[config.mk]
export PLATFORM = sky130hd
export DESIGN_NAME = ram_port_arbiter
export DESIGN_NICKNAME = d
export VERILOG_FILES = /design/src/rtl/ram_port_arbiter.sv
export SDC_FILE = /design/constraint.sdc
export NUM_CORES = 1
export LEC_CHECK = 0
export CORE_ASPECT_RATIO = 1.1
export CORE_MARGIN = 2
export CORE_UTILIZATION = 43
export CTS_CLUSTER_SIZE = 10
export DETAILED_ROUTE_END_ITERATION = 16
export PLACE_DENSITY_LB_ADDON = 0.15
export SYNTH_ARGS = -nofsm -noshare
export SYNTH_HDL_FRONTEND = slang
export SYNTH_SLANG_ARGS = --single-unit
[constraint.sdc]
create_clock -name clk -period 3.1 [get_ports clk]
set_input_delay 0.62 -clock clk [delete_from_list [all_inputs] [get_ports clk]]
set_output_delay 0.62 -clock clk [all_outputs]
set_load 0.05 [all_outputs]
[src/rtl/ram_port_arbiter.sv]
// ram_port_arbiter: round-robin sharing of one single-port RAM between two
// single-word requesters. Grants are combinational. RAM commands are
// registered at the grant edge. Read data comes back through a tag pipeline
// that marks which port each response belongs to.
module ram_port_arbiter #(
  parameter int DW     = 8,
  parameter int AW     = 8,
  parameter int RD_LAT = 1
) (
  input  logic          clk,
  input  logic          rst,
  input  logic          req0,
  input  logic          we0,
  input  logic [AW-1:0] addr0,
  input  logic [DW-1:0] wdata0,
  output logic          gnt0,
  output logic          rvalid0,
  output logic [DW-1:0] rdata0,
  input  logic          req1,
  input  logic          we1,
  input  logic [AW-1:0] addr1,
  input  logic [DW-1:0] wdata1,
  output logic          gnt1,
  output logic          rvalid1,
  output logic [DW-1:0] rdata1,
  output logic          ram_we,
  output logic [AW-1:0] ram_addr,
  output logic [DW-1:0] ram_din,
  input  logic [DW-1:0] ram_dout
);

  // A value of 1 means port 1 wins a tie. The last winner always drops to
  // low priority.
  logic          prio_reg;
  logic          prio_next;
  logic          win0;
  logic          win1;
  logic          any_win;
  logic          win_we;
  logic [AW-1:0] win_addr;
  logic [DW-1:0] win_wdata;

  logic          ram_we_reg;
  logic [AW-1:0] ram_addr_reg;
  logic [DW-1:0] ram_din_reg;

  // Read tags. Stage 0 is loaded at the grant edge. Stage RD_LAT lines up
  // with valid ram_dout, one RAM latency after the command was registered.
  logic [RD_LAT:0] tag_vld_reg;
  logic [RD_LAT:0] tag_vld_next;
  logic [RD_LAT:0] tag_port_reg;
  logic [RD_LAT:0] tag_port_next;

  logic          rvalid0_reg;
  logic          rvalid1_reg;
  logic [DW-1:0] rdata0_reg;
  logic [DW-1:0] rdata1_reg;
  logic          resp0;
  logic          resp1;

  // Arbitration, winning-command mux and pointer update. Nothing is granted
  // while reset is held.
  always_comb begin
    win0      = rst & req0 & (~req1 | ~prio_reg);
    win1      = rst & req1 & (~req0 | prio_reg);
    any_win   = win0 | win1;
    win_we    = win1 ? we1    : we0;
    win_addr  = win1 ? addr1  : addr0;
    win_wdata = win1 ? wdata1 : wdata0;
    prio_next = prio_reg;
    if (any_win) begin
      prio_next = win0;
    end
  end

  assign gnt0 = win0;
  assign gnt1 = win1;

  // Priority pointer register.
  always_ff @(posedge clk or negedge rst) begin
    if (!rst) begin
      prio_reg <= 1'b0;
    end else begin
      prio_reg <= prio_next;
    end
  end

  // RAM command register. The address and data hold between grants, and the
  // write strobe lasts a single cycle.
  always_ff @(posedge clk or negedge rst) begin
    if (!rst) begin
      ram_we_reg   <= 1'b0;
      ram_addr_reg <= '0;
      ram_din_reg  <= '0;
    end else begin
      ram_we_reg <= any_win & win_we;
      if (any_win) begin
        ram_addr_reg <= win_addr;
        ram_din_reg  <= win_wdata;
      end
    end
  end

  assign ram_we   = ram_we_reg;
  assign ram_addr = ram_addr_reg;
  assign ram_din  = ram_din_reg;

  // Build the tag shift chain. Only granted reads create a valid tag.
  assign tag_vld_next[0]  = any_win & ~win_we;
  assign tag_port_next[0] = win1;

  genvar gi;
  generate
    for (gi = 1; gi <= RD_LAT; gi++) begin : g_tag
      assign tag_vld_next[gi]  = tag_vld_reg[gi-1];
      assign tag_port_next[gi] = tag_port_reg[gi-1];
    end
  endgenerate

  // Tag pipeline register. Reset drops every read that is in flight.
  always_ff @(posedge clk or negedge rst) begin
    if (!rst) begin
      tag_vld_reg  <= '0;
      tag_port_reg <= '0;
    end else begin
      tag_vld_reg  <= tag_vld_next;
      tag_port_reg <= tag_port_next;
    end
  end

  assign resp0 = tag_vld_reg[RD_LAT] & ~tag_port_reg[RD_LAT];
  assign resp1 = tag_vld_reg[RD_LAT] &  tag_port_reg[RD_LAT];

  // Response registers. Only the tagged port captures ram_dout. Read data
  // holds its value between pulses.
  always_ff @(posedge clk or negedge rst) begin
    if (!rst) begin
      rvalid0_reg <= 1'b0;
      rvalid1_reg <= 1'b0;
      rdata0_reg  <= '0;
      rdata1_reg  <= '0;
    end else begin
      rvalid0_reg <= resp0;
      rvalid1_reg <= resp1;
      if (resp0) begin
        rdata0_reg <= ram_dout;
      end
      if (resp1) begin
        rdata1_reg <= ram_dout;
      end
    end
  end

  assign rvalid0 = rvalid0_reg;
  assign rvalid1 = rvalid1_reg;
  assign rdata0  = rdata0_reg;
  assign rdata1  = rdata1_reg;

endmodule

==> impl_metrics.py, run 1 <==
metrics = {
    "run_status": {
        "status": "finished, final reports clean",
    },
    "grt": {
        "antenna_found_initial": 0,
        "track_usage": 0.1924,
        "grt_pass1_wl_mm": 6.679,
        "first_global_vias": 1438,
        "grt_max_degree": 41,
        "grt-ovfl-total": 0,
    },
    "clock_network": {
        "cts_made_buffers": 5,
        "cts-root-buf": "clkbuf_8",
        "clockBufferDepth": 2,
        "ctsResizeCount": 0,
        "post-cts-setup-buffer-count": 0,
        "postCtsHoldBufs": 0,
        "clock-sinks": 40,
        "cts_tree": "built",
        "ctsHtreeMaxLevel": 2,
        "path_clk_slew_ns": 0.07,
        "clock_latency_ns": 0.29,
    },
    "setup_path": {
        "critPathLaunch": "req1",
        "reg2reg_from": "tag_port_reg[1]$_DFF_PN0_",
        "cp-start-kind": "input port",
        "critPathMaxStageDelay_ns": 0.54,
        "worst-endpoint-arrival_ns": 1.84,
        "worstPathCellList": "clkdlybuf4s50_1 -> nand2_2 -> nor2_1 -> buf_12",
        "crit_path_max_fanout": 19,
        "required_ns": 2.48,
        "critPathTopFamily": "buffers and inverters",
        "crit_path_end_kind": "primary output",
        "crit_type": "in2out",
        "path_buf_inv": 2,
        "slowest_stage": "clkdlybuf4s50_1",
    },
    "detailed_routing": {
        "routed_wl_mm": 4.040,
        "first_pass_iters": 4,
        "vias": 1425,
        "ant_nets": 0,
        "viasPerCell": 5.144,
        "drt_iter0_markers": 53,
        "drc": 0,
        "routedWlPerCell_um": 14.58,
    },
    "sta": {
        "tns_ns": 0,
        "skew_ns": 0.003924,
        "finalHoldViolations": 0,
        "setup_ws_ns": 0.6352,
        "drv_slew": 0,
        "final.period_utilization": 0.7951,
        "slew_headroom": 0.4867,
        "tightest_slew_ns": 0.7683,
        "setup_viol": 0,
        "rsz0062_at_grt": "no",
        "fmax_mhz": 405.7,
        "min_period_ns": 2.465,
    },
    "synthesis": {
        "synth_top_area_frac": 0.5935,
        "yosys-top-cells-area": "dfrtp_1 59%, mux2_2 10%, a31oi_1 5.2%, o21ai_0 4.7%, nand3_1 3.9%",
        "ys_seq_elements": 40,
        "synth_top_area_cell": "dfrtp_1",
        "postSynthAreaPerCell_um2": 11.71,
        "synth_warnings": 0,
        "syn_nets": 190,
        "ys_seq_area_frac": 0.5935,
        "ys_types": 24,
        "synth_area_um2": 1687,
        "syn_inst": 144,
    },
    "layout": {
        "postLayoutCellArea_um2": 2625,
        "nNetsFinal": 272,
        "final_common_cell": "clkdlybuf4s50_1",
        "drive_above_1_share": 0.1410,
        "num-fill-cells": 280,
        "antennaDiodeCount": 0,
        "final_cell_mix": "79 x clkdlybuf4s50_1, 40 x dfrtp_1, 16 x o21ai_0, 15 x nor2_1, 15 x mux2_2",
        "syn_to_final_growth_pct": 55.64,
    },
    "place": {
        "hpwl_mm": 2.974,
        "pre_cts_slack_ns": 0.6428,
        "io_buffers": 82,
        "placedInstanceArea_um2": 2517,
        "globalplace.congestion": 0.6970,
    },
    "hold_path": {
        "hold_start": "tag_vld_reg[0]$_DFF_PN0_",
        "min_path_type": "reg2reg",
    },
    "floorplanning": {
        "die_w_um": 63.72,
        "num_rows": 23,
        "num_io_pins": 83,
        "fp.dieArea_um2": 4440,
        "start_util": 0.4543,
        "die_h_um": 69.69,
        "fp.coreArea_um2": 3712,
    },
    "power": {
        "power_density_nw_per_um2": 692.8,
        "p_leak_nw": 1.067,
        "worst_ir_drop_vdd_uv": 366.7,
    },
    "run": {
        "drv_cap": 0,
    },
}
-- cells in the mapped netlist (all sizes together) --
library cell,n
nor2b,1
a21boi,1
mux2,16
and2b,1
and2,1
buf,9
nand2,4
o21a,1
o32ai,2
a21oi,3
o21ai,16
dfrtp,40
inv,3
nor2,15
nand2b,1
a31oi,14
and3,1
nand3,15
-- through the flow --
step	hold slack [ns]	power (W)	util	instances
2_1_floorplan	0.3244	0.001139	-	144
3_3_place_gp	0.3364	0.001405	0.6781	269
3_5_place_dp	0.3389	0.001419	0.6781	269
4_1_cts	0.3572	0.001833	0.7071	277
5_1_grt	0.3601	0.001899	0.7071	277
6_report	0.3546	0.001819	0.7071	277
-- final cells by class --
class | instances | area (µm²) | area share
clock buffer | 6 | 72.57 | 0.02765
clock inverter | 2 | 35.03 | 0.01335
inverter | 3 | 11.26 | 0.004290
multi-input combinational | 92 | 591.8 | 0.2255
sequential | 40 | 1001 | 0.3813
tap | 50 | 62.56 | 0.02383
timing repair buffer | 84 | 850.8 | 0.3241
-- power by group --
| group | total, W | leakage [nW] | internal, W | switching [W] |
|---|---|---|---|---|
| Clock | 0.000416 | 0.0552 | 0.000239 | 0.000177 |
| Combinational | 0.000737 | 0.541 | 0.000279 | 0.000459 |
| Sequential | 0.000666 | 0.471 | 0.000617 | 0.0000486 |
-- routing by layer --
metal,vias to the layer above,track usage,wire (µm)
li1,675,-,-
met1,688,0.2139,1604
met2,56,0.3357,2080
met3,6,0.07305,290
met4,0,0.06280,65
met5,-,0,0
-- path summary, 6_finish.rpt --
| kind | endpoint | slack (ns) | depth (start not counted) |
|---|---|---|---|
| max | gnt1 | 0.64 | 4 |
| min | tag_vld_reg[1]$_DFF_PN0_ | 0.35 | 0 |
| min reg2reg | tag_vld_reg[1]$_DFF_PN0_ | 0.35 | 0 |
| max in group asynchronous | rdata0[4]$_DFFE_PN0P_ | 2.28 | 2 |
| max reg2reg | rdata0[6]$_DFFE_PN0P_ | 1.59 | 2 |
| min in group asynchronous | ram_addr[4]$_DFFE_PN0P_ | 0.49 | 2 |
-- kinds of logic (layout without fill, tap and decap cells) --
logic type | Yosys count | in the layout | synth area share
DFF | 40 | 40 | 0.5935
buffers and inverters | 12 | 95 | 0.05563
and+or+nand+nor | 39 | 39 | 0.1165
muxes | 16 | 16 | 0.1068
AOI/OAI and AO/OA | 37 | 37 | 0.1276
(Power assumes the default switching activity.)
==> inputs of run 2 (changes only) <==
--- a/config.mk
+++ b/config.mk
@@ -7,7 +7,7 @@
 export LEC_CHECK = 0
 export CORE_ASPECT_RATIO = 1.1
 export CORE_MARGIN = 2
-export CORE_UTILIZATION = 43
+export CORE_UTILIZATION = 40
 export CTS_CLUSTER_SIZE = 10
 export DETAILED_ROUTE_END_ITERATION = 16
 export PLACE_DENSITY_LB_ADDON = 0.15
==> constraint.sdc (replaced) <==
create_clock -name clk -period 2.3 [get_ports clk]
set_input_delay 0.46 -clock clk [delete_from_list [all_inputs] [get_ports clk]]
set_output_delay 0.46 -clock clk [all_outputs]
set_load 0.05 [all_outputs]
==> run 2 against run 1 <==
Effect of this change: final cell count grew 1.4%; final area grew 0.67%; die area grew 7.0%; sequential cell count is the same.
==> impl_metrics.py, run 2 (synthesis results as in run 1) <==
metrics = {
    "clock_network": {
        "path_clk_slew_ns": 0.08,
        "clockBufferDepth": 2,
        "clock_latency_ns": 0.29,
        "post-cts-setup-buffer-count": 0,
        "cts-root-buf": "clkbuf_8",
        "cts_made_buffers": 5,
        "cts_tree": "built",
        "postCtsHoldBufs": 0,
        "ctsHtreeMaxLevel": 2,
        "ctsResizeCount": 0,
        "clock-sinks": 40,
    },
    "sta": {
        "drv_slew": 0,
        "hold_ws_ns": 0.3191,
        "tightest_slew_ns": 0.7630,
        "tns_ns": 0,
        "setup_viol": 0,
        "final.period_utilization": 0.9094,
        "slew_headroom": 0.4903,
        "rsz0062_at_grt": "no",
        "fmax_mhz": 478.1,
        "skew_ns": 0.006273,
        "min_period_ns": 2.092,
        "finalHoldViolations": 0,
    },
    "setup_path": {
        "required_ns": 1.84,
        "reg2reg_from": "tag_port_reg[1]$_DFF_PN0_",
        "critPathLaunch": "req0",
        "worst-endpoint-arrival_ns": 1.63,
        "r2r_slack_ns": 0.79,
        "reg2reg_depth": 2,
        "crit_type": "in2out",
        "cp-start-kind": "input port",
        "crit_path_end_kind": "primary output",
        "crit_path_max_fanout": 18,
        "worstReg2RegEnd": "rdata0[7]$_DFFE_PN0P_",
        "endpoint": "gnt1",
    },
    "place": {
        "io_buffers": 82,
        "globalplace.congestion": 0.7448,
        "placed_cells": 273,
        "hpwl_mm": 3.001,
        "placedInstanceArea_um2": 2535,
    },
    "grt": {
        "track_usage": 0.1829,
        "grt_pass1_wl_mm": 6.658,
        "grt_max_degree": 41,
        "antenna_found_initial": 0,
        "first_global_vias": 1469,
        "grt-ovfl-total": 0,
    },
    "power": {
        "p_leak_nw": 1.077,
        "worst_ir_drop_vdd_uv": 619.6,
        "power_density_nw_per_um2": 929.2,
    },
    "layout": {
        "final_cell_mix": "79 x clkdlybuf4s50_1, 40 x dfrtp_1, 16 x o21ai_0, 15 x nor2_1, 15 x mux2_2",
        "final_common_cell": "clkdlybuf4s50_1",
        "drive_above_1_share": 0.1485,
        "postLayoutCellArea_um2": 2643,
        "syn_to_final_growth_pct": 56.68,
        "nNetsFinal": 274,
        "antennaDiodeCount": 0,
        "stdcell_count": 281,
    },
    "floorplanning": {
        "num_rows": 24,
        "die_w_um": 65.92,
        "num_io_pins": 83,
        "fp.coreArea_um2": 3994,
        "fp.dieArea_um2": 4753,
        "start_util": 0.4223,
        "die_h_um": 72.11,
    },
    "detailed_routing": {
        "routed_wl_mm": 4.104,
        "drc": 0,
        "viasPerCell": 5.028,
        "vias": 1413,
        "first_pass_iters": 4,
        "drt_iter0_markers": 39,
        "ant_nets": 0,
        "routedWlPerCell_um": 14.60,
    },
    "run": {
        "drv_cap": 0,
    },
    "run_status": {
        "status": "finished, final reports clean",
    },
    "hold_path": {
        "min_path_type": "in2async",
    },
}
run 2: cell types whose count changed in the layout (fill, tap and decap cells not counted), sizes merged:
cell | before | now
buf | 5 | 7
run 2: cell type report:
type / count / area [µm²]
clock buffer: 6 / 72.57
inverter: 3 / 11.26
timing repair buffer: 86 / 865.8
tap: 52 / 65.06
sequential: 40 / 1001
fill: 313 / 1351
clock inverter: 2 / 35.03
multi-input combinational: 92 / 591.8
run 2: how the worst min path moves through the flow:
| stage | start | end | cells after the start |
|---|---|---|---|
| floorplan | rst | prio_reg$_DFFE_PN0P_ | 0 |
| global placement | tag_vld_reg[0]$_DFF_PN0_ | tag_vld_reg[1]$_DFF_PN0_ | 0 |
| detailed placement | tag_vld_reg[0]$_DFF_PN0_ | tag_vld_reg[1]$_DFF_PN0_ | 0 |
| CTS | rst | ram_addr[2]$_DFFE_PN0P_ | 2 |
| global route | rst | tag_vld_reg[1]$_DFF_PN0_ | 2 |
| finish | rst | tag_port_reg[1]$_DFF_PN0_ | 2 |
run 2: worst max-delay path: stages:
cell,delay [ns]
clkdlybuf4s50_1,0.47
and2b_4,0.26
nor2_1,0.26
buf_12,0.18
run 2: per-layer routing:
layer / GRT usage / vias to the layer above / wire [µm]
li1: - / 682 / -
met5: 0 / - / 0
met4: 0.04861 / 0 / 38
met3: 0.05736 / 4 / 330
met2: 0.3322 / 56 / 2103
met1: 0.2055 / 671 / 1633
run 2: through the flow:
stage / utilization / power, W / setup slack [ns]
after global routing: 0.6617 / 0.002571 / 0.1670
after global placement: 0.6347 / 0.001898 / 0.2686
final: 0.6617 / 0.002455 / 0.2084
after detailed placement: 0.6347 / 0.001917 / 0.2010
after floorplan: - / 0.001535 / 0.4127
after CTS: 0.6617 / 0.002480 / 0.2036
run 2: where the power goes:
group / switching [W] / internal (W) / total (W)
Combinational: 0.000622 / 0.000378 / 0.00100
Clock: 0.000238 / 0.000322 / 0.000560
Sequential: 0.0000639 / 0.000832 / 0.000896
